--- config.mk ---
export PLATFORM = sky130hd
export DESIGN_NAME = serial_subtractor
export DESIGN_NICKNAME = d
export VERILOG_FILES = /design/src/rtl/serial_subtractor_pkg.sv /design/src/rtl/fullsubtractor.sv /design/src/rtl/serial_subtractor.sv
export SDC_FILE = /design/constraint.sdc
export NUM_CORES = 1
export LEC_CHECK = 0
export CAP_MARGIN = 20
export CORE_UTILIZATION = 40
export DETAILED_ROUTE_END_ITERATION = 16
export DONT_BUFFER_PORTS = 1
export PLACE_DENSITY = 0.61
export SLEW_MARGIN = 40
export SYNTH_ARGS = -nofsm -noshare
export SYNTH_HDL_FRONTEND = slang
export SYNTH_SLANG_ARGS = --single-unit
--- constraint.sdc ---
create_clock -name clk -period 2.45 [get_ports clk]
set_input_delay 0.735 -clock clk [delete_from_list [all_inputs] [get_ports clk]]
set_output_delay 0.735 -clock clk [all_outputs]
set_load 0.005 [all_outputs]
--- src/rtl/serial_subtractor_pkg.sv ---
// Shared definitions for the bit-serial subtractor: FSM encoding and default width.
package serial_subtractor_pkg;

  localparam int unsigned DEF_WIDTH = 8;

  typedef enum logic [1:0] {
    IDLE = 2'd0,
    RUN  = 2'd1,
    DONE = 2'd2
  } state_t;

endpackage

--- src/rtl/fullsubtractor.sv ---
// One-bit full-subtractor cell: d = a - b - bin, bo = borrow out.
module fullsubtractor (
  input  logic a,
  input  logic b,
  input  logic bin,
  output logic d,
  output logic bo
);

  assign d  = a ^ b ^ bin;
  assign bo = (~a & b) | (~(a ^ b) & bin);

endmodule

--- src/rtl/serial_subtractor.sv ---
// Bit-serial WIDTH-bit subtractor D = A - B - Bin, LSB first, one bit per clock,
// with a start/ready/busy/done handshake and registered result flags.
module serial_subtractor
  import serial_subtractor_pkg::*;
#(
  parameter int unsigned WIDTH = DEF_WIDTH
) (
  input  logic             clk,
  input  logic             rst,
  input  logic             start,
  input  logic [WIDTH-1:0] A,
  input  logic [WIDTH-1:0] B,
  input  logic             Bin,
  output logic             ready,
  output logic             busy,
  output logic             done,
  output logic [WIDTH-1:0] D,
  output logic             Bout,
  output logic             ovf
);

  localparam int unsigned CW = (WIDTH > 1) ? $clog2(WIDTH) : 1;
  localparam logic [CW-1:0] CNT_LAST = CW'(WIDTH - 1);

  state_t           state_q, state_d;
  logic [WIDTH-1:0] sa_q, sa_d;
  logic [WIDTH-1:0] sb_q, sb_d;
  logic [WIDTH-1:0] res_q, res_d;
  logic [CW-1:0]    cnt_q, cnt_d;
  logic             borrow_q, borrow_d;
  logic             amsb_q, amsb_d;
  logic             bmsb_q, bmsb_d;
  logic             bout_q, bout_d;
  logic             ovf_q, ovf_d;
  logic             done_q, done_d;
  logic             busy_q, busy_d;
  logic             ready_q, ready_d;
  logic             cell_d, cell_bo;

  fullsubtractor u_cell (
    .a   (sa_q[0]),
    .b   (sb_q[0]),
    .bin (borrow_q),
    .d   (cell_d),
    .bo  (cell_bo)
  );

  // State register and all datapath/output registers.
  always_ff @(posedge clk or posedge rst) begin
    if (rst) begin
      state_q  <= IDLE;
      sa_q     <= '0;
      sb_q     <= '0;
      res_q    <= '0;
      cnt_q    <= '0;
      borrow_q <= 1'b0;
      amsb_q   <= 1'b0;
      bmsb_q   <= 1'b0;
      bout_q   <= 1'b0;
      ovf_q    <= 1'b0;
      done_q   <= 1'b0;
      busy_q   <= 1'b0;
      ready_q  <= 1'b1;
    end else begin
      state_q  <= state_d;
      sa_q     <= sa_d;
      sb_q     <= sb_d;
      res_q    <= res_d;
      cnt_q    <= cnt_d;
      borrow_q <= borrow_d;
      amsb_q   <= amsb_d;
      bmsb_q   <= bmsb_d;
      bout_q   <= bout_d;
      ovf_q    <= ovf_d;
      done_q   <= done_d;
      busy_q   <= busy_d;
      ready_q  <= ready_d;
    end
  end

  // Next-state and next-register values.
  always_comb begin
    state_d  = state_q;
    sa_d     = sa_q;
    sb_d     = sb_q;
    res_d    = res_q;
    cnt_d    = cnt_q;
    borrow_d = borrow_q;
    amsb_d   = amsb_q;
    bmsb_d   = bmsb_q;
    bout_d   = bout_q;
    ovf_d    = ovf_q;
    done_d   = 1'b0;

    unique case (state_q)
      IDLE, DONE: begin
        if (start) begin
          sa_d     = A;
          sb_d     = B;
          borrow_d = Bin;
          amsb_d   = A[WIDTH-1];
          bmsb_d   = B[WIDTH-1];
          cnt_d    = '0;
          state_d  = RUN;
        end else if (state_q == DONE) begin
          state_d = IDLE;
        end
      end
      RUN: begin
        res_d    = {cell_d, res_q[WIDTH-1:1]};
        sa_d     = sa_q >> 1;
        sb_d     = sb_q >> 1;
        borrow_d = cell_bo;
        if (cnt_q == CNT_LAST) begin
          // Final bit: cell_d is the result MSB, cell_bo the borrow-out.
          state_d = DONE;
          done_d  = 1'b1;
          bout_d  = cell_bo;
          ovf_d   = (amsb_q ^ bmsb_q) & (cell_d ^ amsb_q);
        end else begin
          cnt_d = cnt_q + CW'(1);
        end
      end
      default: state_d = IDLE;
    endcase

    busy_d  = (state_d == RUN);
    ready_d = ~busy_d;
  end

  assign ready = ready_q;
  assign busy  = busy_q;
  assign done  = done_q;
  assign D     = res_q;
  assign Bout  = bout_q;
  assign ovf   = ovf_q;

endmodule

==> flow_metrics.env, run 1 <==
export IMPL_status="finished clean"
export IMPL_synthArstFlopShare=1.00
export IMPL_grt_max_degree=31
export IMPL_internal_power_mw=1.47
export IMPL_slowest_stage="or3b_1"
export IMPL_switching_share=0.377
export IMPL_antenna_found_initial=0
export IMPL_hold_slack_ns=0.274
export IMPL_cp_arrival_ns=1.72
export IMPL_synth_mux_area_frac=0
export IMPL_dieArea_mm2=0.00422
export IMPL_cp_required_ns=2.62
export IMPL_synth_top_family_by_area="simple AND/OR/NAND/NOR gates"
export IMPL_clock_sinks=37
export IMPL_dr_pass1_iters=4
export IMPL_critical_path_top_delay_family="simple AND/OR/NAND/NOR gates"
export IMPL_fin_ws_ns=0.897
export IMPL_seq_area_frac_synth=0.585
export IMPL_synthAdderAreaFrac=0.0363
export IMPL_drc=0
export IMPL_hold_class="in2async"
export IMPL_io_pins=33
export IMPL_core_area_mm2=0.00372
export IMPL_portBuffers=0
export IMPL_synth_avg_cell_area_um2=9.26
export IMPL_path_class="reg2reg"
export IMPL_synth_xor_area_share=0
export IMPL_ys_types=24
export IMPL_crit_buf_inv=0
export IMPL_slowest_delay_ns=0.44
export IMPL_yosys_warnings=0
export IMPL_cts_reportedPaths_clkPinSlew_ns=0.07
export IMPL_cp_max_fo=6
export IMPL_synth_compound_area_frac=0.0948
export IMPL_pwr_density_cell_mw_per_mm2=1360
export IMPL_post_route_min_period_ns=1.55
export IMPL_hpwl_mm=2.25
export IMPL_timing_rr_start="cnt_q[0]$_DFFE_PP0P_"
export IMPL_slew_violations=0
export IMPL_tns_ns=0
export IMPL_max_vdd_ir_drop_uv=380
export IMPL_grt_pass1_vias=1141
export IMPL_wl_mm=3.12
export IMPL_overflow=0
export IMPL_cts_root_buf="clkbuf_8"
export IMPL_reg2reg_slack_ns=0.90
export IMPL_synth_top_flop_cell="dfrtp_1"
export IMPL_tightest_slew_ns=0.460
export IMPL_layout_drive_gt1_share=0.0805
export IMPL_syn_area_mm2=0.00158
export IMPL_finalNetCount=197
export IMPL_grt_pass1_wl_mm=5.35
export IMPL_postPlaceCellArea_mm2=0.00162
export IMPL_antennaDiodeCount=0
export IMPL_syn_to_final_growth_pct=8.93
export IMPL_antenna_left=0
export IMPL_pre_cts_ws_ns=0.805
export IMPL_fp_dieH_um=64.9
export IMPL_max_freq_mhz=644
export IMPL_start_kind="flop"
export IMPL_rsz0062_at_grt="false"
export IMPL_grt_usage=0.174
export IMPL_rows=22
export IMPL_p_seq_frac=0.460
export IMPL_synth_edf_count=0
export IMPL_ys_ff_latch=37
export IMPL_holdBufCountCts=0
export IMPL_yosysMostFrequentCell="nand2_1"
export IMPL_cts_resized=0
export IMPL_hold_viol_final=0
export IMPL_initial_core_util=0.426
export IMPL_postLayoutCoreUtil=0.464
export IMPL_insertion_delay_ns=0.28
export IMPL_viasPerCell=5.09
export IMPL_fp_dieW_um=64.9
export IMPL_crit_top_cell="ha_1"
export IMPL_cts_max_path_buffers=2
export IMPL_yosys_top_cells_count="62 x nand2_1, 36 x dfrtp_1, 15 x nor2_1"
export IMPL_syn_num_nets=195
export IMPL_wl_per_cell_um=14.0
export IMPL_ff2ff_path_depth=5
export IMPL_skew_ns=0.00487
export IMPL_p_leak_nw=0.855
export IMPL_cts_tree="done"
export IMPL_fin_area_mm2=0.00173
export IMPL_vias=1131
export IMPL_cts_setup_buffers=0
export IMPL_post_synth_top_area_cell="dfrtp_1"
export IMPL_r2r_end="cnt_q[0]$_DFFE_PP0P_"
export IMPL_power_frac_comb=0.345
export IMPL_period_share=0.634
export IMPL_endpoint_kind="flop"
export IMPL_setup_viol=0
export IMPL_gp_congestion=0.813
export IMPL_h_tree_depth=2
export IMPL_cts_buffers=5
export IMPL_clockPowerShare=0.195
export IMPL_slew_headroom=0.693
export IMPL_max_cap_violations=0
export IMPL_syn_inst=171
export IMPL_synth_top_area_share=0.569
export IMPL_drt_iter0_markers=86
export IMPL_synth_area_leaders="dfrtp_1 57%, nand2_1 15%, a31oi_1 5.5%, nor2_1 3.6%, ha_1 2.4%"
export IMPL_switching_power_mw=0.888
export IMPL_cp_cell_sequence="ha_1 > ha_1 > or3b_1 > nand3_1 > o21ai_1"
export IMPL_yosys_area_share_simple=0.235
## worst max path at each step
| stage | startpoint | to | slack, ns | cells past startpoint |
|---|---|---|---|---|
| final | cnt_q[0]$_DFFE_PP0P_ | cnt_q[0]$_DFFE_PP0P_ | 0.90 | 5 |
| after global routing | cnt_q[0]$_DFFE_PP0P_ | cnt_q[1]$_DFFE_PP0P_ | 0.77 | 5 |
| after CTS | ready$_DFF_PP1_ | ready | 0.89 | 0 |
| after detailed placement | start | sa_q[0]$_DFFE_PP0P_ | 0.81 | 4 |
| after global placement | start | borrow_q$_DFFE_PP0P_ | 0.88 | 4 |
| after floorplan | rst | Bout$_DFFE_PP0P_ | 0.88 | 1 |
## cell type report
cell class | instances | area [µm²]
sequential | 37 | 927
clock inverter | 1 | 5.00
fill | 367 | 1990
multi-input combinational | 118 | 581
inverter | 7 | 26.3
clock buffer | 7 | 96.3
tap | 48 | 60.1
timing repair buffer | 4 | 30.0
## cell families after synthesis
group / Yosys count
AND/OR/NAND/NOR: 90
flip-flops: 37
AO/OA/AOI/OAI: 24
buffers and inverters: 16
adder cells (fa/ha/maj): 4
## power by group through the flow
stage / Combinational [mW] / Sequential, mW / Clock, mW
3_5_place_dp: 0.820 / 1.10 / 0
2_1_floorplan: 0.693 / 1.04 / 0
3_3_place_gp: 0.773 / 1.08 / 0
5_1_grt: 0.964 / 1.12 / 0.509
4_1_cts: 0.823 / 1.09 / 0.482
6_report: 0.813 / 1.08 / 0.459
## placed cells by master, fill, tap and decap left out
master / instances
nand2_1: 62
dfrtp_1: 36
nor2_1: 15
a31oi_1: 14
inv_1: 7
clkbuf_8: 7
o21ai_1: 4
buf_4: 4
nand3_1: 3
ha_1: 3
nand2b_1: 2
nor2b_1: 2
o21ai_0: 2
a22o_1: 2
or3b_1: 1
and2b_1: 1
nand3b_1: 1
and2_1: 1
nor3b_1: 1
a21oi_1: 1
nor2_2: 1
a221o_1: 1
fa_1: 1
clkinv_2: 1
dfstp_2: 1
## registers in the layout, indices dropped and copies added (netlist names), 2 cells and up
register  flops
D             8
sb_q          8
state_q       2
cnt_q         3
sa_q          8
## routing by layer
layer  vias to the layer above  GRT usage  wire length (µm)
li1                        555          -                 -
met4                         0     0.0917                85
met2                        24      0.267              1460
met5                         -          0                 0
met1                       545      0.205              1370
met3                         7     0.0722               206
## metrics by stage
| step | instances | total power, mW |
|---|---|---|
| after floorplan | 171 | 1.73 |
| after global placement | 214 | 1.86 |
| after detailed placement | 214 | 1.92 |
| after CTS | 222 | 2.39 |
| after global routing | 222 | 2.60 |
| final | 222 | 2.35 |
(Power assumes the default switching activity.)
==> run 2, diff against run 1 <==
--- a/config.mk
+++ b/config.mk
@@ -9,7 +9,7 @@
 export CORE_UTILIZATION = 40
 export DETAILED_ROUTE_END_ITERATION = 16
 export DONT_BUFFER_PORTS = 1
-export PLACE_DENSITY = 0.61
+export PLACE_DENSITY = 0.63
 export SLEW_MARGIN = 40
 export SYNTH_ARGS = -nofsm -noshare
 export SYNTH_HDL_FRONTEND = slang
==> constraint.sdc (replaced) <==
create_clock -name clk -period 1.35 [get_ports clk]
set_input_delay 0.405 -clock clk [delete_from_list [all_inputs] [get_ports clk]]
set_output_delay 0.405 -clock clk [all_outputs]
set_load 0.005 [all_outputs]
==> run 2 against run 1 <==
Against the previous run: the run now ends with negative setup slack left; clock skew is 0.0017 ns higher; count of clock-buffer cells in the layout fell by 1; global-route usage shrank 0.31 points; combinational power is 140% higher; final cell count rose by 5.0%; non-clock buffer count rose by 11; total power grew 110%; register-to-register slack got worse by 0.95 ns.
==> flow_metrics.env, run 2 (synthesized netlist as in run 1, its figures left out) <==
export IMPL_fp_dieW_um=64.9
export IMPL_reg2reg_slack_ns=-0.06
export IMPL_ff2ff_path_depth=5
export IMPL_slew_headroom=0.812
export IMPL_skew_ns=0.00652
export IMPL_max_vdd_ir_drop_uv=938
export IMPL_antennaDiodeCount=0
export IMPL_cp_cell_sequence="ha_2 > ha_4 > or3b_4 > nand3_2 > o21ai_1"
export IMPL_viasPerCell=5.01
export IMPL_cts_root_buf="clkbuf_8"
export IMPL_endpoint_kind="flop"
export IMPL_r2r_end="cnt_q[2]$_DFFE_PP0P_"
export IMPL_start_kind="flop"
export IMPL_tns_ns=-0.148
export IMPL_cp_arrival_ns=1.58
export IMPL_mostFrequentLayoutCells="62 x nand2_1, 36 x dfrtp_1, 15 x nor2_1"
export IMPL_met1_length_mm=1.26
export IMPL_pwr_density_cell_mw_per_mm2=2560
export IMPL_drt_iter0_markers=71
export IMPL_p_leak_nw=0.920
export IMPL_rows=22
export IMPL_grt_usage=0.171
export IMPL_hold_viol_final=0
export IMPL_vias=1168
export IMPL_dr_wl_met3_um=186
export IMPL_wl_per_cell_um=13.1
export IMPL_slew_violations=0
export IMPL_post_route_min_period_ns=1.41
export IMPL_grt_pass1_vias=1210
export IMPL_grt_pass1_wl_mm=5.40
export IMPL_max_cap_violations=0
export IMPL_holdBufCountCts=0
export IMPL_dieArea_mm2=0.00422
export IMPL_path_class="reg2reg"
export IMPL_top_layer="met4"
export IMPL_antenna_found_initial=0
export IMPL_cts_tree="done"
export IMPL_insertion_delay_ns=0.29
export IMPL_cp_required_ns=1.52
export IMPL_tightest_slew_ns=0.281
export IMPL_period_share=1.04
export IMPL_cts_max_path_buffers=2
export IMPL_fin_ws_ns=-0.0569
export IMPL_antenna_left=0
export IMPL_layout_drive_gt1_share=0.200
export IMPL_timing_rr_start="cnt_q[0]$_DFFE_PP0P_"
export IMPL_drc=0
export IMPL_core_area_mm2=0.00372
export IMPL_wl_met2_mm=1.56
export IMPL_initial_core_util=0.426
export IMPL_syn_to_final_growth_pct=20.1
export IMPL_cp_max_fo=6
export IMPL_failed_checks="negative setup slack"
export IMPL_grt_max_degree=38
export IMPL_overflow=0
export IMPL_wl_mm=3.06
export IMPL_cts_buffers=5
export IMPL_finalNetCount=208
export IMPL_hold_class="in2async"
export IMPL_max_freq_mhz=711
export IMPL_cts_reportedPaths_clkPinSlew_ns=0.08
export IMPL_setup_viol=3
export IMPL_status="finished with violations"
export IMPL_io_pins=33
export IMPL_fp_dieH_um=64.9
export IMPL_portBuffers=0
export IMPL_clock_sinks=37
export IMPL_hpwl_mm=2.22
export IMPL_fin_area_mm2=0.00190
export IMPL_h_tree_depth=2
export IMPL_dr_pass1_iters=4
export IMPL_gp_congestion=0.726
export IMPL_slowest_stage="or3b_4"
export IMPL_postPlaceCellArea_mm2=0.00174
export IMPL_rsz0062_at_grt="true"
export IMPL_slowest_delay_ns=0.41
export IMPL_layout_commonest_cell="nand2_1"
==> run 2: cell count changes in the layout (fill, tap and decap cells not counted), sizes merged <==
cell	previous run	this run
clkbuf	7	6
clkinvlp	0	1
bufinv	0	1
buf	4	15
clkinv	1	0
==> run 2: worst max-delay path, delay by kind of cell, from the launching register on <==
kind                       cells  cell delay [ns]
DFF                            1             0.38
AOI/OAI and AO/OA              1             0.06
and+or+nand+nor                2             0.49
adders and majority gates      2             0.37
==> run 2: report_power, final <==
part,switching (mW),total [mW],internal [mW]
Sequential,0.335,1.96,1.62
Clock,0.396,0.997,0.601
Combinational,1.01,1.92,0.905
Total,1.75,4.88,3.13
==> run 2: per-layer routing <==
layer  up-vias  GRT usage
met5         -          0
met4         0     0.0750
met3         7     0.0581
met2        24      0.293
met1       560      0.189
li1        577          -
==> run 2: worst max path at each step <==
stage                              start                    to  depth (start not counted)
floorplan           cnt_q[0]$_DFFE_PP0P_  cnt_q[0]$_DFFE_PP0P_                          5
global placement    cnt_q[1]$_DFFE_PP0P_  cnt_q[1]$_DFFE_PP0P_                          5
detailed placement  cnt_q[1]$_DFFE_PP0P_  cnt_q[2]$_DFFE_PP0P_                          5
CTS                 cnt_q[0]$_DFFE_PP0P_  cnt_q[2]$_DFFE_PP0P_                          5
global route        cnt_q[0]$_DFFE_PP0P_  cnt_q[2]$_DFFE_PP0P_                          5
finish              cnt_q[0]$_DFFE_PP0P_  cnt_q[2]$_DFFE_PP0P_                          5
==> run 2: what timing repair did <==
action                                  4_1_cts  5_1_grt
buffers inserted                              3        0
cloned                                        0        0
pin swaps                                     3        2
gates resized for setup                       4        4
endpoints found under the setup margin        4       13
==> run 2: layout make-up <==
type | instances | area [µm²]
fill | 350 | 1810
sequential | 37 | 927
multi-input combinational | 118 | 628
timing repair buffer | 15 | 141
clock buffer | 6 | 82.6
tap | 48 | 60.1
clock inverter | 2 | 37.5
inverter | 7 | 26.3
==> run 2: metrics by stage <==
| step | utilization | setup slack [ns] | hold WS [ns] | cells | power [mW] |
|---|---|---|---|---|---|
| after floorplan | - | -0.0395 | 0.460 | 171 | 3.21 |
| after global placement | 0.469 | -0.0311 | 0.356 | 222 | 3.66 |
| after detailed placement | 0.469 | -0.0962 | 0.362 | 222 | 3.79 |
| after CTS | 0.509 | -0.0611 | 0.0479 | 233 | 4.91 |
| after global routing | 0.512 | -0.119 | 0.0508 | 233 | 5.30 |
| final | 0.512 | -0.0569 | 0.0441 | 233 | 4.88 |
==> run 3, diff against run 2 <==
--- a/config.mk
+++ b/config.mk
@@ -6,10 +6,10 @@
 export NUM_CORES = 1
 export LEC_CHECK = 0
 export CAP_MARGIN = 20
-export CORE_UTILIZATION = 40
+export CORE_UTILIZATION = 55
 export DETAILED_ROUTE_END_ITERATION = 16
 export DONT_BUFFER_PORTS = 1
-export PLACE_DENSITY = 0.63
+export PLACE_DENSITY = 0.8
 export SLEW_MARGIN = 40
 export SYNTH_ARGS = -nofsm -noshare
 export SYNTH_HDL_FRONTEND = slang
==> run 3 against run 2 <==
Against the previous run: combinational power decreased by 7%; first-iteration DRC count shrank 25%; the run still ends with negative setup slack left; count of clock-buffer cells in the layout did not move; utilization rose by 15 points; worst setup slack lost 0.020 ns.
==> flow_metrics.env, run 3 (synthesized netlist as in run 1, its figures left out) <==
export IMPL_layout_drive_gt1_share=0.189
export IMPL_timing_rr_start="cnt_q[0]$_DFFE_PP0P_"
export IMPL_io_pins=33
export IMPL_failed_checks="negative setup slack"
export IMPL_antenna_left=0
export IMPL_wl_per_cell_um=13.5
export IMPL_crit_path_start="cnt_q[0]$_DFFE_PP0P_"
export IMPL_gp_congestion=0.748
export IMPL_post_route_min_period_ns=1.43
export IMPL_cts_reportedPaths_clkPinSlew_ns=0.12
export IMPL_hold_slack_ns=0.156
export IMPL_syn_to_final_growth_pct=13.4
export IMPL_finalNetCount=208
export IMPL_cp_arrival_ns=1.66
export IMPL_vias=1173
export IMPL_cp_max_fo=6
export IMPL_min_delay_start="B[7]"
export IMPL_mostFrequentLayoutCells="62 x nand2_1, 36 x dfrtp_1, 15 x nor2_1"
export IMPL_fp_dieH_um=55.7
export IMPL_grt_pass1_wl_mm=5.04
export IMPL_initial_core_util=0.579
export IMPL_start_kind="flop"
export IMPL_cp_required_ns=1.58
export IMPL_switching_power_mw=1.68
export IMPL_cts_root_buf="clkbuf_4"
export IMPL_endpoint_kind="flop"
export IMPL_insertion_delay_ns=0.34
export IMPL_fillCellCount=211
export IMPL_clock_sinks=37
export IMPL_grt_max_degree=22
export IMPL_core_area_mm2=0.00273
export IMPL_hold_viol_final=0
export IMPL_slew_headroom=0.829
export IMPL_power_frac_comb=0.407
export IMPL_drt_iter0_markers=53
export IMPL_pwr_density_cell_mw_per_mm2=2430
export IMPL_drc=0
export IMPL_internal_power_mw=2.68
export IMPL_h_tree_depth=2
export IMPL_grt_usage=0.216
export IMPL_max_vdd_ir_drop_uv=1430
export IMPL_fin_ws_ns=-0.0765
export IMPL_path_class="reg2reg"
export IMPL_setup_viol=4
export IMPL_layout_cells_non_filler=216
export IMPL_cts_tree="done"
export IMPL_max_freq_mhz=701
export IMPL_portBuffers=0
export IMPL_layout_commonest_cell="nand2_1"
export IMPL_switching_share=0.385
export IMPL_rows=19
export IMPL_slew_violations=0
export IMPL_cts_buffers=5
export IMPL_p_leak_nw=0.891
export IMPL_dr_pass1_iters=4
export IMPL_wl_mm=2.91
export IMPL_slowest_stage="or3b_4"
export IMPL_period_share=1.06
export IMPL_rsz0062_at_grt="true"
export IMPL_overflow=0
export IMPL_antennaDiodeCount=0
export IMPL_fp_dieW_um=55.7
export IMPL_clockPowerShare=0.142
export IMPL_slowest_delay_ns=0.42
export IMPL_dieArea_mm2=0.00310
export IMPL_skew_ns=0.0119
export IMPL_tightest_slew_ns=0.257
export IMPL_hpwl_mm=2.12
export IMPL_cts_max_path_buffers=2
export IMPL_p_seq_frac=0.451
export IMPL_grt_pass1_vias=1136
export IMPL_cp_cell_sequence="ha_2 > ha_4 > or3b_4 > nand3_2 > o21ai_1"
export IMPL_status="finished with violations"
export IMPL_viasPerCell=5.43
export IMPL_place_inst=205
export IMPL_antenna_found_initial=0
export IMPL_max_cap_violations=0
export IMPL_hold_class="in2reg"
[run 3: changes by cell type in the layout (fill, tap and decap cells not counted), sizes merged]
cell	delta
clkinv	+2
buf	-1
bufinv	-1
clkinvlp	-1
dlygate4sd3	+1
[run 3: layout make-up]
type | count | area, µm² | area share
inverters | 7 | 26.3 | 0.0146
clock inverters | 2 | 13.8 | 0.00766
multi-input cells | 118 | 624 | 0.347
clock buffers | 6 | 51.3 | 0.0286
repair buffers | 15 | 115 | 0.0641
well taps | 31 | 38.8 | 0.0216
flip-flops and latches | 37 | 927 | 0.516
[run 3: path summary, 6_finish.rpt]
check                                             to  slack [ns]  cells after the start
worst max-delay path            cnt_q[0]$_DFFE_PP0P_       -0.08                      5
worst min-delay path              bmsb_q$_DFFE_PP0P_        0.16                      2
worst max register to register  cnt_q[0]$_DFFE_PP0P_       -0.08                      5
worst min register to register   sa_q[7]$_DFFE_PP0P_        0.52                      1
max in group asynchronous            ready$_DFF_PP1_        0.58                      3
min in group asynchronous        sb_q[0]$_DFFE_PP0P_        0.52                      3
[run 3: worst max-delay path: cells and delay by family (launching register included)]
kind / cells / cell delay (ns)
simple gates: 2 / 0.49
fa+ha+maj: 2 / 0.37
compound gates: 1 / 0.06
flops: 1 / 0.40
[run 3: through the flow]
step / total power, mW / setup TNS (ns) / area (µm²) / worst slack (ns) / util
final: 4.36 / -0.212 / 1800 / -0.0765 / 0.657
after global routing: 4.76 / -0.381 / 1800 / -0.116 / 0.657
after CTS: 4.35 / -0.207 / 1790 / -0.0782 / 0.654
after detailed placement: 3.67 / -0.242 / 1700 / -0.0856 / 0.620
after global placement: 3.54 / -0.0872 / 1700 / -0.0305 / 0.620
after floorplan: 3.21 / -0.115 / 1620 / -0.0395 / -
[run 3: power by group through the flow]
stage	Clock (mW)	Combinational, mW	Sequential [mW]
after floorplan	0	1.31	1.90
after global placement	0	1.59	1.95
after detailed placement	0	1.68	1.99
after CTS	0.635	1.75	1.97
after global routing	0.681	2.05	2.03
final	0.619	1.78	1.97
[run 3: metal layers]
| metal | track usage | vias to the layer above | part of all wire |
|---|---|---|---|
| met1 | 0.256 | 560 | 0.42 |
| met5 | 0 | - | 0 |
| met3 | 0.0767 | 7 | 0.049 |
| li1 | - | 576 | - |
| met2 | 0.351 | 30 | 0.51 |
| met4 | 0.104 | 0 | 0.025 |
[run 3: repair_timing]
action | 4_1_cts | 5_1_grt
gates resized for setup | 4 | 2
pin swaps | 3 | 0
setup endpoints to repair | 4 | 7
setup buffers | 1 | 1
hold buffers | 1 | 0
hold endpoints to repair | 36 | 0
